===== src/rtl/logos_pkg.sv =====
// Shared types and constants for the multi-engine command dispatcher.
// Command field widths live here because cmd_t is shared by the FIFO and the top.
package logos_pkg;

    localparam int CMD_SLOT_W = 4;
    localparam int CMD_ADDR_W = 48;
    localparam int CMD_CTX_W  = 2;

    localparam logic [7:0] OP_SYNC = 8'hFE;
    localparam logic [7:0] OP_HALT = 8'hFF;

    typedef enum logic [1:0] {
        ST_RUN     = 2'd0,
        ST_BARRIER = 2'd1,
        ST_DRAIN   = 2'd2,
        ST_HALTED  = 2'd3
    } disp_state_e;

    typedef struct packed {
        logic [7:0]            opcode;
        logic [CMD_SLOT_W-1:0] slot;
        logic [CMD_ADDR_W-1:0] dma_addr;
        logic [CMD_CTX_W-1:0]  ctx;
    } cmd_t;

    typedef struct packed {
        logic [63:0] q;
        logic [63:0] mu;
        logic [63:0] n_inv;
    } ctx_t;

endpackage


===== src/rtl/logos_multi_dispatch_if.sv =====
// Command, context-write, engine-lane and debug signals of the dispatcher.
// The slave modport is the dispatcher's view; master is the surrounding core.
interface logos_multi_dispatch_if #(
    parameter int NUM_ENG    = 4,
    parameter int FIFO_DEPTH = 8,
    parameter int N_CTX      = 4,
    parameter int SLOT_W     = 4,
    parameter int ADDR_W     = 48
);
    localparam int CTX_W = $clog2(N_CTX);
    localparam int CNT_W = $clog2(FIFO_DEPTH) + 1;

    logic                      in_valid;
    logic                      in_ready;
    logic [7:0]                in_opcode;
    logic [SLOT_W-1:0]         in_slot;
    logic [ADDR_W-1:0]         in_dma_addr;
    logic [CTX_W-1:0]          in_ctx;
    logic                      ctx_we;
    logic [CTX_W-1:0]          ctx_waddr;
    logic [63:0]               ctx_wq;
    logic [63:0]               ctx_wmu;
    logic [63:0]               ctx_wninv;
    logic [NUM_ENG-1:0]        eng_ready;
    logic [NUM_ENG-1:0]        eng_cmd_valid;
    logic [8*NUM_ENG-1:0]      eng_cmd_opcode;
    logic [SLOT_W*NUM_ENG-1:0] eng_cmd_slot;
    logic [ADDR_W*NUM_ENG-1:0] eng_cmd_dma_addr;
    logic [64*NUM_ENG-1:0]     eng_q;
    logic [64*NUM_ENG-1:0]     eng_mu;
    logic [64*NUM_ENG-1:0]     eng_n_inv;
    logic                      halted;
    logic [1:0]                dbg_state;
    logic [CNT_W-1:0]          dbg_fifo_count;

    modport slave (
        input  in_valid, in_opcode, in_slot, in_dma_addr, in_ctx,
        input  ctx_we, ctx_waddr, ctx_wq, ctx_wmu, ctx_wninv, eng_ready,
        output in_ready, eng_cmd_valid, eng_cmd_opcode, eng_cmd_slot, eng_cmd_dma_addr,
        output eng_q, eng_mu, eng_n_inv, halted, dbg_state, dbg_fifo_count
    );

    modport master (
        output in_valid, in_opcode, in_slot, in_dma_addr, in_ctx,
        output ctx_we, ctx_waddr, ctx_wq, ctx_wmu, ctx_wninv, eng_ready,
        input  in_ready, eng_cmd_valid, eng_cmd_opcode, eng_cmd_slot, eng_cmd_dma_addr,
        input  eng_q, eng_mu, eng_n_inv, halted, dbg_state, dbg_fifo_count
    );

endinterface


===== src/rtl/logos_cmd_fifo.sv =====
// Synchronous command FIFO; push is ignored when full and pop when empty.
module logos_cmd_fifo
    import logos_pkg::*;
#(
    parameter int DEPTH = 8
) (
    input  logic                   clk,
    input  logic                   rst,
    input  logic                   push,
    input  logic                   pop,
    input  cmd_t                   wdata,
    output cmd_t                   rdata,
    output logic                   full,
    output logic                   empty,
    output logic [$clog2(DEPTH):0] count
);
    localparam int AW = $clog2(DEPTH);

    cmd_t          mem_q [DEPTH];
    logic [AW-1:0] wr_ptr_q, wr_ptr_d;
    logic [AW-1:0] rd_ptr_q, rd_ptr_d;
    logic [AW:0]   count_q, count_d;
    logic          do_push, do_pop;

    assign full  = (count_q == (AW+1)'(DEPTH));
    assign empty = (count_q == '0);
    assign count = count_q;
    assign rdata = mem_q[rd_ptr_q];

    // NOTE: every variable gets a default before any branch so no path leaves it unassigned (no latch).
    always_comb begin
        do_push  = push && !full;
        do_pop   = pop && !empty;
        wr_ptr_d = wr_ptr_q;
        rd_ptr_d = rd_ptr_q;
        if (do_push) wr_ptr_d = wr_ptr_q + 1'b1;
        if (do_pop)  rd_ptr_d = rd_ptr_q + 1'b1;
        count_d = count_q + {{AW{1'b0}}, do_push} - {{AW{1'b0}}, do_pop};
    end

    // NOTE: sequential state uses non-blocking assignments so every flop samples pre-edge values.
    always_ff @(posedge clk) begin
        if (rst) begin
            wr_ptr_q <= '0;
            rd_ptr_q <= '0;
            count_q  <= '0;
        end else begin
            wr_ptr_q <= wr_ptr_d;
            rd_ptr_q <= rd_ptr_d;
            count_q  <= count_d;
        end
    end

    // NOTE: storage is not reset; the pointers alone define which entries are valid.
    always_ff @(posedge clk) begin
        if (do_push) mem_q[wr_ptr_q] <= wdata;
    end

endmodule


===== src/rtl/logos_multi_dispatch.sv =====
// In-order command dispatcher to NUM_ENG engines with per-engine context lanes,
// SYNC barrier and HALT drain.
module logos_multi_dispatch
    import logos_pkg::*;
#(
    parameter int NUM_ENG    = 4,
    parameter int FIFO_DEPTH = 8,
    parameter int N_CTX      = 4,
    parameter int SLOT_W     = CMD_SLOT_W,
    parameter int ADDR_W     = CMD_ADDR_W
) (
    input  logic                         clk,
    input  logic                         rst,
    logos_multi_dispatch_if.slave        bus
);
    localparam int ENG_W = $clog2(NUM_ENG);

    disp_state_e        state_q, state_d;
    logic               halt_acc_q, halt_acc_d;
    logic [NUM_ENG-1:0] issue_q, issue_d;
    ctx_t               ctx_tbl_q [N_CTX];
    ctx_t               ctx_tbl_d [N_CTX];

    cmd_t               in_cmd, head;
    ctx_t               head_ctx;
    logic [ENG_W-1:0]   head_eng;
    logic               push, pop, full, empty;

    assign in_cmd   = '{opcode: bus.in_opcode, slot: bus.in_slot,
                        dma_addr: bus.in_dma_addr, ctx: bus.in_ctx};
    assign head_eng = head.slot[ENG_W-1:0];
    assign head_ctx = ctx_tbl_q[head.ctx];

    assign bus.in_ready = !rst && (state_q == ST_RUN) && !full && !halt_acc_q;
    assign push         = bus.in_valid && bus.in_ready;

    logos_cmd_fifo #(.DEPTH(FIFO_DEPTH)) u_fifo (
        .clk   (clk),
        .rst   (rst),
        .push  (push),
        .pop   (pop),
        .wdata (in_cmd),
        .rdata (head),
        .full  (full),
        .empty (empty),
        .count (bus.dbg_fifo_count)
    );

    always_comb begin
        state_d    = state_q;
        halt_acc_d = halt_acc_q || (push && bus.in_opcode == OP_HALT);
        issue_d    = '0;
        pop        = 1'b0;
        ctx_tbl_d  = ctx_tbl_q;
        if (bus.ctx_we) begin
            ctx_tbl_d[bus.ctx_waddr] = '{q: bus.ctx_wq, mu: bus.ctx_wmu, n_inv: bus.ctx_wninv};
        end
        unique case (state_q)
            ST_RUN: begin
                if (!empty) begin
                    if (head.opcode == OP_SYNC) begin
                        pop     = 1'b1;
                        state_d = ST_BARRIER;
                    end else if (head.opcode == OP_HALT) begin
                        pop     = 1'b1;
                        state_d = ST_DRAIN;
                    end else if (bus.eng_ready[head_eng] && !issue_q[head_eng]) begin
                        // An engine issued last cycle is skipped for one cycle.
                        pop               = 1'b1;
                        issue_d[head_eng] = 1'b1;
                    end
                end
            end
            ST_BARRIER: if (&bus.eng_ready && issue_q == '0) state_d = ST_RUN;
            ST_DRAIN:   if (&bus.eng_ready) state_d = ST_HALTED;
            default:    state_d = ST_HALTED;
        endcase
    end

    always_ff @(posedge clk) begin
        if (rst) begin
            state_q    <= ST_RUN;
            halt_acc_q <= 1'b0;
            issue_q    <= '0;
            for (int i = 0; i < N_CTX; i++) ctx_tbl_q[i] <= '0;
        end else begin
            state_q    <= state_d;
            halt_acc_q <= halt_acc_d;
            issue_q    <= issue_d;
            ctx_tbl_q  <= ctx_tbl_d;
        end
    end

    assign bus.eng_cmd_valid = issue_q;
    assign bus.halted        = (state_q == ST_HALTED);
    assign bus.dbg_state     = state_q;

    for (genvar e = 0; e < NUM_ENG; e++) begin : g_lane
        cmd_t cmd_q, cmd_d;
        ctx_t ctx_q, ctx_d;

        always_comb begin
            cmd_d = issue_d[e] ? head     : cmd_q;
            ctx_d = issue_d[e] ? head_ctx : ctx_q;
        end

        always_ff @(posedge clk) begin
            if (rst) begin
                cmd_q <= '0;
                ctx_q <= '0;
            end else begin
                cmd_q <= cmd_d;
                ctx_q <= ctx_d;
            end
        end

        assign bus.eng_cmd_opcode[8*e +: 8]              = cmd_q.opcode;
        assign bus.eng_cmd_slot[SLOT_W*e +: SLOT_W]      = cmd_q.slot;
        assign bus.eng_cmd_dma_addr[ADDR_W*e +: ADDR_W]  = cmd_q.dma_addr;
        assign bus.eng_q[64*e +: 64]                     = ctx_q.q;
        assign bus.eng_mu[64*e +: 64]                    = ctx_q.mu;
        assign bus.eng_n_inv[64*e +: 64]                 = ctx_q.n_inv;
    end

endmodule


===== src/flat_wrapper.sv =====
// flat-port wrapper written by rule: the top's interface ports become plain ports
module logos_multi_dispatch_flat import logos_pkg::*;
#(
    parameter int NUM_ENG    = 4,
    parameter int FIFO_DEPTH = 8,
    parameter int N_CTX      = 4,
    parameter int SLOT_W     = CMD_SLOT_W,
    parameter int ADDR_W     = CMD_ADDR_W
)
  (clk, rst, bus_in_valid, bus_in_opcode, bus_in_slot, bus_in_dma_addr, bus_in_ctx, bus_ctx_we, bus_ctx_waddr, bus_ctx_wq, bus_ctx_wmu, bus_ctx_wninv, bus_eng_ready, bus_in_ready, bus_eng_cmd_valid, bus_eng_cmd_opcode, bus_eng_cmd_slot, bus_eng_cmd_dma_addr, bus_eng_q, bus_eng_mu, bus_eng_n_inv, bus_halted, bus_dbg_state, bus_dbg_fifo_count);
  logos_multi_dispatch_if #(.NUM_ENG(NUM_ENG), .FIFO_DEPTH(FIFO_DEPTH), .N_CTX(N_CTX), .SLOT_W(SLOT_W), .ADDR_W(ADDR_W)) bus_i ();
  input  logic clk;
  input  logic rst;
  input wire logic [$bits(bus_i.in_valid)-1:0] bus_in_valid;
  input wire logic [$bits(bus_i.in_opcode)-1:0] bus_in_opcode;
  input wire logic [$bits(bus_i.in_slot)-1:0] bus_in_slot;
  input wire logic [$bits(bus_i.in_dma_addr)-1:0] bus_in_dma_addr;
  input wire logic [$bits(bus_i.in_ctx)-1:0] bus_in_ctx;
  input wire logic [$bits(bus_i.ctx_we)-1:0] bus_ctx_we;
  input wire logic [$bits(bus_i.ctx_waddr)-1:0] bus_ctx_waddr;
  input wire logic [$bits(bus_i.ctx_wq)-1:0] bus_ctx_wq;
  input wire logic [$bits(bus_i.ctx_wmu)-1:0] bus_ctx_wmu;
  input wire logic [$bits(bus_i.ctx_wninv)-1:0] bus_ctx_wninv;
  input wire logic [$bits(bus_i.eng_ready)-1:0] bus_eng_ready;
  output wire logic [$bits(bus_i.in_ready)-1:0] bus_in_ready;
  output wire logic [$bits(bus_i.eng_cmd_valid)-1:0] bus_eng_cmd_valid;
  output wire logic [$bits(bus_i.eng_cmd_opcode)-1:0] bus_eng_cmd_opcode;
  output wire logic [$bits(bus_i.eng_cmd_slot)-1:0] bus_eng_cmd_slot;
  output wire logic [$bits(bus_i.eng_cmd_dma_addr)-1:0] bus_eng_cmd_dma_addr;
  output wire logic [$bits(bus_i.eng_q)-1:0] bus_eng_q;
  output wire logic [$bits(bus_i.eng_mu)-1:0] bus_eng_mu;
  output wire logic [$bits(bus_i.eng_n_inv)-1:0] bus_eng_n_inv;
  output wire logic [$bits(bus_i.halted)-1:0] bus_halted;
  output wire logic [$bits(bus_i.dbg_state)-1:0] bus_dbg_state;
  output wire logic [$bits(bus_i.dbg_fifo_count)-1:0] bus_dbg_fifo_count;
  assign bus_i.in_valid = bus_in_valid;
  assign bus_i.in_opcode = bus_in_opcode;
  assign bus_i.in_slot = bus_in_slot;
  assign bus_i.in_dma_addr = bus_in_dma_addr;
  assign bus_i.in_ctx = bus_in_ctx;
  assign bus_i.ctx_we = bus_ctx_we;
  assign bus_i.ctx_waddr = bus_ctx_waddr;
  assign bus_i.ctx_wq = bus_ctx_wq;
  assign bus_i.ctx_wmu = bus_ctx_wmu;
  assign bus_i.ctx_wninv = bus_ctx_wninv;
  assign bus_i.eng_ready = bus_eng_ready;
  assign bus_in_ready = bus_i.in_ready;
  assign bus_eng_cmd_valid = bus_i.eng_cmd_valid;
  assign bus_eng_cmd_opcode = bus_i.eng_cmd_opcode;
  assign bus_eng_cmd_slot = bus_i.eng_cmd_slot;
  assign bus_eng_cmd_dma_addr = bus_i.eng_cmd_dma_addr;
  assign bus_eng_q = bus_i.eng_q;
  assign bus_eng_mu = bus_i.eng_mu;
  assign bus_eng_n_inv = bus_i.eng_n_inv;
  assign bus_halted = bus_i.halted;
  assign bus_dbg_state = bus_i.dbg_state;
  assign bus_dbg_fifo_count = bus_i.dbg_fifo_count;
  logos_multi_dispatch #(.NUM_ENG(NUM_ENG), .FIFO_DEPTH(FIFO_DEPTH), .N_CTX(N_CTX), .SLOT_W(SLOT_W), .ADDR_W(ADDR_W)) u_core (.clk(clk), .rst(rst), .bus(bus_i));
endmodule

===== config.mk =====
export PLATFORM = sky130hd
export DESIGN_NAME = logos_multi_dispatch_flat
export DESIGN_NICKNAME = d
export VERILOG_FILES = /design/src/rtl/logos_pkg.sv /design/src/rtl/logos_multi_dispatch_if.sv /design/src/rtl/logos_cmd_fifo.sv /design/src/rtl/logos_multi_dispatch.sv /design/src/flat_wrapper.sv
export SDC_FILE = /design/constraint.sdc
export NUM_CORES = 2
export LEC_CHECK = 0
export CAP_MARGIN = 15
export CORE_AREA = 10 10 486 488
export CTS_CLUSTER_SIZE = 40
export DETAILED_ROUTE_END_ITERATION = 8
export DIE_AREA = 0 0 496 498
export DONT_BUFFER_PORTS = 1
export GPL_TIMING_DRIVEN = 1
export RECOVER_POWER = 25
export SLEW_MARGIN = 25
export SYNTH_ARGS = -nofsm -noshare
export SYNTH_HDL_FRONTEND = slang
export SYNTH_SLANG_ARGS = --single-unit
export TNS_END_PERCENT = 30

===== constraint.sdc =====
create_clock -name clk -period 22.6 [get_ports clk]
set_input_delay 2.26 -clock clk [delete_from_list [all_inputs] [get_ports clk]]
set_output_delay 2.26 -clock clk [all_outputs]
set_load 0.1 [all_outputs]

---- Word-level counts from Yosys, hierarchy flattened ----
Memory sizes are Yosys's and may differ from the RTL's. A register that Yosys moved wholly into a read port is not among the register bits.
Index checks and enable logic that the tools add are counted.
word-level totals
  RAM bits ................................ 496
  register bits after elaboration ......... 1793
  word-level logic and storage cells ...... 119
  memories ................................ 1
cells by class
  equality and inequality tests ........... 11
  $add $sub $neg .......................... 4
  bitwise logic cells ..................... 2
  reduce and logical (&&, ||, !) cells .... 22
  mux-type cells .......................... 32
  order comparisons ....................... 5
memories
  memory               depth  width  read ports  clocked after Yosys merged registers in  wr ports  RTL line              text
  u_core.u_fifo.mem_q  8      62     1           1                                        1         logos_cmd_fifo.sv:19  cmd_t mem_q [DEPTH];
operator list
  operator               count
  $bwmux W768            1
  $mux W192              3
  $bmux W192 S2          1
  $demux W192 S2         1
  $eq A8 B8 Y1 const B   3
  $mux W4                5
  $logic_and A1 B1 Y1    11
  $mux W1                10
  $mux W2                5
  $logic_not A4 Y1       2
  $reduce_and A4 Y1      2
  $add A3 B1 Y3 const B  2
  $ge A3 B3 Y1 const B   2
  $mux W3                2
  $not A2 Y3             2
  $pmux W2 S3            1
  $logic_not A1 Y1       5
  $add A4 B1 Y4          1
  $bmux W1 S2            2
  $eq A2 B2 Y1 const B   2
  $eq A4 B4 Y1 const B   1
  $ne A2 B1 Y1 const B   2
  $sub A4 B1 Y4          1
  $lt A2 B3 Y1 const B   1
  8 further kinds        8

---- Depth between registers and ports, before layout ----
  depth after elaboration ................. 12
  mapped depth ............................ 13

---- Modules after synthesis ----
A second synthesis with hierarchy kept.
second synthesis, totals
  cells, all modules ...................... 8251
  area total of the unflattened synthesis .. 90389.2 sq um
by module, submodules not included
  module                area each (sq um)  instances  cells an instance
  logos_multi_dispatch  70751.6            1          7453
  logos_cmd_fifo        19637.6            1          798

---- Worst setup path after synthesis ----
Ideal clock, no wire load.
  kind .................................... input-to-reg
  start point ............................. input rst
  end point ............................... memory u_core.u_fifo.mem_q[0][0] (netlist bit) (enable)
  cell stages on the path ................. 4
  setup slack ............................. 11263 ps
  buffers on the path ..................... 0
  arrival time ............................ 10700 ps
  library setup time ...................... 637 ps
  cell sequence ........................... or4_1 -> a21oi_1 -> nand2_1 -> nor4_1
on the way
  cells in the longest elaborated chain, start to end .. 8
ends and longest elaborated chain
  what                               RTL line                    text
  start, declared                    flat_wrapper.sv:13          input logic rst;
  $logic_not A1 Y1                   logos_multi_dispatch.sv:34  assign bus.in_ready = !rst && (state_q == ST_RUN) && !full && !halt_acc_q;
  $logic_and A1 B1 Y1 (3 in series)  logos_multi_dispatch.sv:34
  via bus_in_ready                   flat_wrapper.sv:25          output wire logic [$bits(bus_i.in_ready)-1:0] bus_in_ready;
  $logic_and A1 B1 Y1                logos_multi_dispatch.sv:35  assign push = bus.in_valid && bus.in_ready;
  $logic_and A1 B1 Y1                logos_cmd_fifo.sv:32        do_push = push && !full;
  $mux W1                            logos_cmd_fifo.sv:56        if (do_push) mem_q[wr_ptr_q] <= wdata;
  $mux W1 (implied by the code)      logos_cmd_fifo.sv:56
  end, declared                      logos_cmd_fifo.sv:19
The timed path passes the listed nets, and every way through them passes these cells.

---- Worst setup path in the final report ----
  start point ............................. input bus_ctx_waddr[1]
  end point ............................... register u_core.ctx_tbl_q[763] (netlist bit)
on the way
  cells in the longest elaborated chain, start to end .. 6
  elaborated cells on any way between the ends .. 7
  those cells by class .................... order compare: 2; mux: 3; bitwise: 1; reduce/logical: 1
ends and longest elaborated chain
  what                                                                RTL line                    text
  start, declared                                                     flat_wrapper.sv:20          input wire logic [$bits(bus_i.ctx_waddr)-1:0] bus_ctx_waddr;
  $not A2 Y3 (implied by the code) *                                  logos_multi_dispatch.sv:56  ctx_tbl_d[bus.ctx_waddr] = '{q: bus.ctx_wq, mu: bus.ctx_wmu, n_inv: bus.ctx_wninv};
  $ge A3 B3 Y1 (implied by the code) or $lt A3 B1 Y1 (tied branches)  logos_multi_dispatch.sv:56
  $logic_and A1 B1 Y1 (implied by the code)                           logos_multi_dispatch.sv:56
  $mux W192 (implied by the code)                                     logos_multi_dispatch.sv:56
  $demux W192 S2 *                                                    logos_multi_dispatch.sv:56
  $bwmux W768 *                                                       logos_multi_dispatch.sv:56
  end signal, assigned                                                logos_multi_dispatch.sv:90  ctx_tbl_q <= ctx_tbl_d;
  end, declared                                                       logos_multi_dispatch.sv:21  ctx_t ctx_tbl_q [N_CTX];
Mark *: on every way between the ends. The rest lies on a longest branch, timed or not.
A chain may end at the register's enable or synchronous reset.

==> results_dict.tcl <==
set metrics [dict create \
    required_ns 23.40 \
    cts_buffers 230 \
    path_cells "nor3b_1, clkbuf_1, clkbuf_1, nand2_1, a21oi_1" \
    grt_max_degree 236 \
    crit_cells 5 \
    cp.buffers_inverters 2 \
    clkSlewWorstSetupHoldPaths_ns 0.07 \
    dieArea_mm2 0.2470 \
    start_util_pct 38.04 \
    slowest_delay_ns 5.82 \
    crit_path_top_delay_cell "clkbuf_1" \
    setup_tns_ns 0 \
    fp.dieW_um 496 \
    grt_pass1_wl_um 399100 \
    rsz0062_at_grt "false" \
    grt.total_usage_pct 21.13 \
    setup_viol 0 \
    routed_wirelength_um 278200 \
    synth_edf_count 496 \
    fin_ws_ns 11.49 \
    crit_fanout 131 \
    drv_slew 792 \
    synth_commonest_cells "1796 x dfxtp_1, 1663 x nand2_1, 997 x nand3b_1" \
    finalClockSkew_ns 0.07199 \
    first_global_vias 56689 \
    ant_nets 0 \
    drive_gt1_share_pct 10.39 \
    cts_tree "yes" \
    yosysMostFrequentCell "dfxtp_1" \
    ys_warn_count 0 \
    r2r_slack_ns 11.63 \
    min_period_ns 11.11 \
    cp-end-kind "flip-flop" \
    syn2layout_area_growth_pct 11.75 \
    tightestPinTransition_ns 8.405 \
    violations "capacitance limit, slew limit" \
    crit_type "in -> reg" \
    via_per_inst 5.521 \
    async_flop_share_pct 0 \
    synthCells 8121 \
    synth.area.top_cells "dfxtp_1 42%, edfxtp_1 17%, nand3b_1 8.7%" \
    multi_input_comb_area_mm2 0.03233 \
    cts_sinks 2292 \
    dp_slack_ns 15.82 \
    ir_drop_mv 0.07570 \
    cts_max_level 4 \
    power.leakage_nw 31.09 \
    ios 1284 \
    clkLatencyLatePin_ns 0.88 \
    ys_types 46 \
    fill_cells 21252 \
    clock_path_buffers 3 \
    status "finished, violations left" \
    postSynthNetCount 8393 \
    synth_ff_type "dfxtp_1" \
    r2r_end "u_core.bus.eng_mu[205]$_SDFFE_PP0P_" \
    cts_root_buffer "clkbuf_16" \
    hpwlAfterDp_um 183000 \
    synth_area_per_cell_um2 10.60 \
    hold_buffers 0 \
    maxCapViolCount 26 \
    startpoint_type "input port" \
    antenna_found_initial 10 \
    finalCritPeriodShare_pct 49.15 \
    placementRows 175 \
    max_freq_mhz 90.02 \
    rr_worst_depth 12 \
    cp_top_family "buffers and inverters" \
    worstSetupEndpoint "u_core.ctx_tbl_q[763]$_SDFFE_PP0P_" \
    p_per_area_mw_per_mm2 112.3 \
    final_hold_viol_count 0 \
    max_slew_margin_pct -460.3 \
    fin_nets 8038 \
    synth_area_mm2 0.08612 \
    synthDominantCellAreaShare_pct 41.75 \
    finalPower_mw 10.81 \
    io_buffers 0 \
    vias 60638 \
    gr-total-overflow 0 \
    drt_pass1_iterations 7 \
    synth-seq-cells 2292 \
    wl_per_cell_um 25.33 \
    postCtsSetupRepairBufs 0 \
    drc 0 \
    yosysSeqAreaShare_pct 59.05 \
    finish.utilization_pct 42.51 \
    gp_congestion 0.8266 \
    yosys.area.top_type "dfxtp_1" \
    die_h_um 498 \
    core_mm2 0.2264 \
    cp_common_cell "clkbuf_1" \
    cts_resized 0 \
    drt-initial-drc-count 5459 \
    critPathLaunch "bus_ctx_waddr[1]" \
    worstHoldPathType "reg -> reg" \
    area.sequential_mm2 0.05089 \
    crit_arrival_ns 11.91 \
]
routing by layer:
layer  wire (µm)  track usage [%]  vias to the layer above
met5           0                0                        -
met3       31560            8.078                      393
met2      130900            34.27                     2468
met4       10680            7.770                        0
met1      105100            25.44                    29994
li1            -                -                    27783
how the worst min path moves through the flow:
stage                                       startpoint                            endpoint  slack, ns  cells after the start
finish              u_core.ctx_tbl_q[106]$_SDFFE_PP0P_  u_core.ctx_tbl_q[106]$_SDFFE_PP0P_       0.45                      2
global route         u_core.ctx_tbl_q[56]$_SDFFE_PP0P_   u_core.ctx_tbl_q[56]$_SDFFE_PP0P_       0.46                      2
CTS                 u_core.ctx_tbl_q[254]$_SDFFE_PP0P_  u_core.ctx_tbl_q[254]$_SDFFE_PP0P_       0.45                      2
detailed placement   u_core.ctx_tbl_q[60]$_SDFFE_PP0P_   u_core.ctx_tbl_q[60]$_SDFFE_PP0P_       0.44                      2
global placement    u_core.ctx_tbl_q[638]$_SDFFE_PP0P_  u_core.ctx_tbl_q[638]$_SDFFE_PP0P_       0.43                      2
floorplan                 u_core.halt_acc_q$_SDFF_PP0_        u_core.halt_acc_q$_SDFF_PP0_       0.43                      2
stage by stage:
step           hold slack (ns)  instance area, µm²  std cells
6_report                0.4512               96230      10983
5_1_grt                 0.4611               96220      10979
4_1_cts                 0.4500               96370      10977
3_5_place_dp            0.4417               88200      10542
3_3_place_gp            0.4335               88020      10537
2_1_floorplan           0.4281               86120       8121
cell type report:
| class | instances | share of cell area, % |
|---|---|---|
| Antenna cell | 5 | 0.01300 |
| Clock buffer | 317 | 6.806 |
| Timing Repair Buffer | 116 | 1.064 |
| Sequential cell | 2292 | 52.88 |
| Tap cell | 3009 | 3.912 |
| Inverter | 10 | 0.03900 |
| Clock inverter | 118 | 1.685 |
| Multi-Input combinational cell | 5116 | 33.60 |
power by group:
group          internal, mW  total, mW  switching [mW]
Sequential             4.35       5.18           0.832
Clock                  2.38       4.04            1.67
Combinational         0.566       1.58            1.01
cell usage in the layout (no fill, tap or decap), types with 75 or more instances in the layout:
cell type and n:
a21oi_1 782, clkbuf_1 75, clkbuf_16 234, dfxtp_1 1765, edfxtp_1 496, mux4_2 315, nand2_1 1663, nand2b_1 195
nand3b_1 997, o21ai_0 709, o21ai_1 288
flip-flops by register name (all words and copies together), names as in the netlist, named ones only:
| signal | count |
|---|---|
| u_core.bus.dbg_state | 2 |
| u_core.u_fifo.wr_ptr_q | 3 |
| u_core.bus.eng_cmd_dma_addr | 192 |
| u_core.bus.eng_q | 256 |
| u_core.bus.eng_cmd_slot | 16 |
| u_core.u_fifo.rd_ptr_q | 3 |
| u_core.u_fifo.mem_q | 496 |
| u_core.ctx_tbl_q | 768 |
| u_core.bus.eng_n_inv | 256 |
| u_core.bus.eng_mu | 256 |
| u_core.halt_acc_q | 1 |
| u_core.u_fifo.count | 4 |
| u_core.bus.eng_cmd_opcode | 32 |
| u_core.bus.eng_cmd_valid | 4 |
worst reg2reg max path: stages, from the launching register on:
cell	delay (ns)
dfxtp_4	0.33
clkbuf_1	2.92
clkbuf_1	2.57
mux4_2	0.63
nand4_1	0.15
mux2i_1	0.56
a211o_4	0.78
buf_4	0.50
buf_4	0.45
buf_4	0.70
buf_4	0.91
nand3b_1	0.30
o21ai_1	0.11
cell families (layout without fill, tap and decap cells):
kind of cell	count (synthesis)	after routing	share of synthesized area, %
buf+inv	713	561	3.547
mux	335	335	8.482
simple gates	2918	2918	17.78
flops	2292	2292	59.05
xor+xnor	5	5	0.05085
other cells	0	5	0
fa+ha+maj	8	8	0.1249
compound gates	1850	1850	10.97
(Power assumes the default switching activity.)
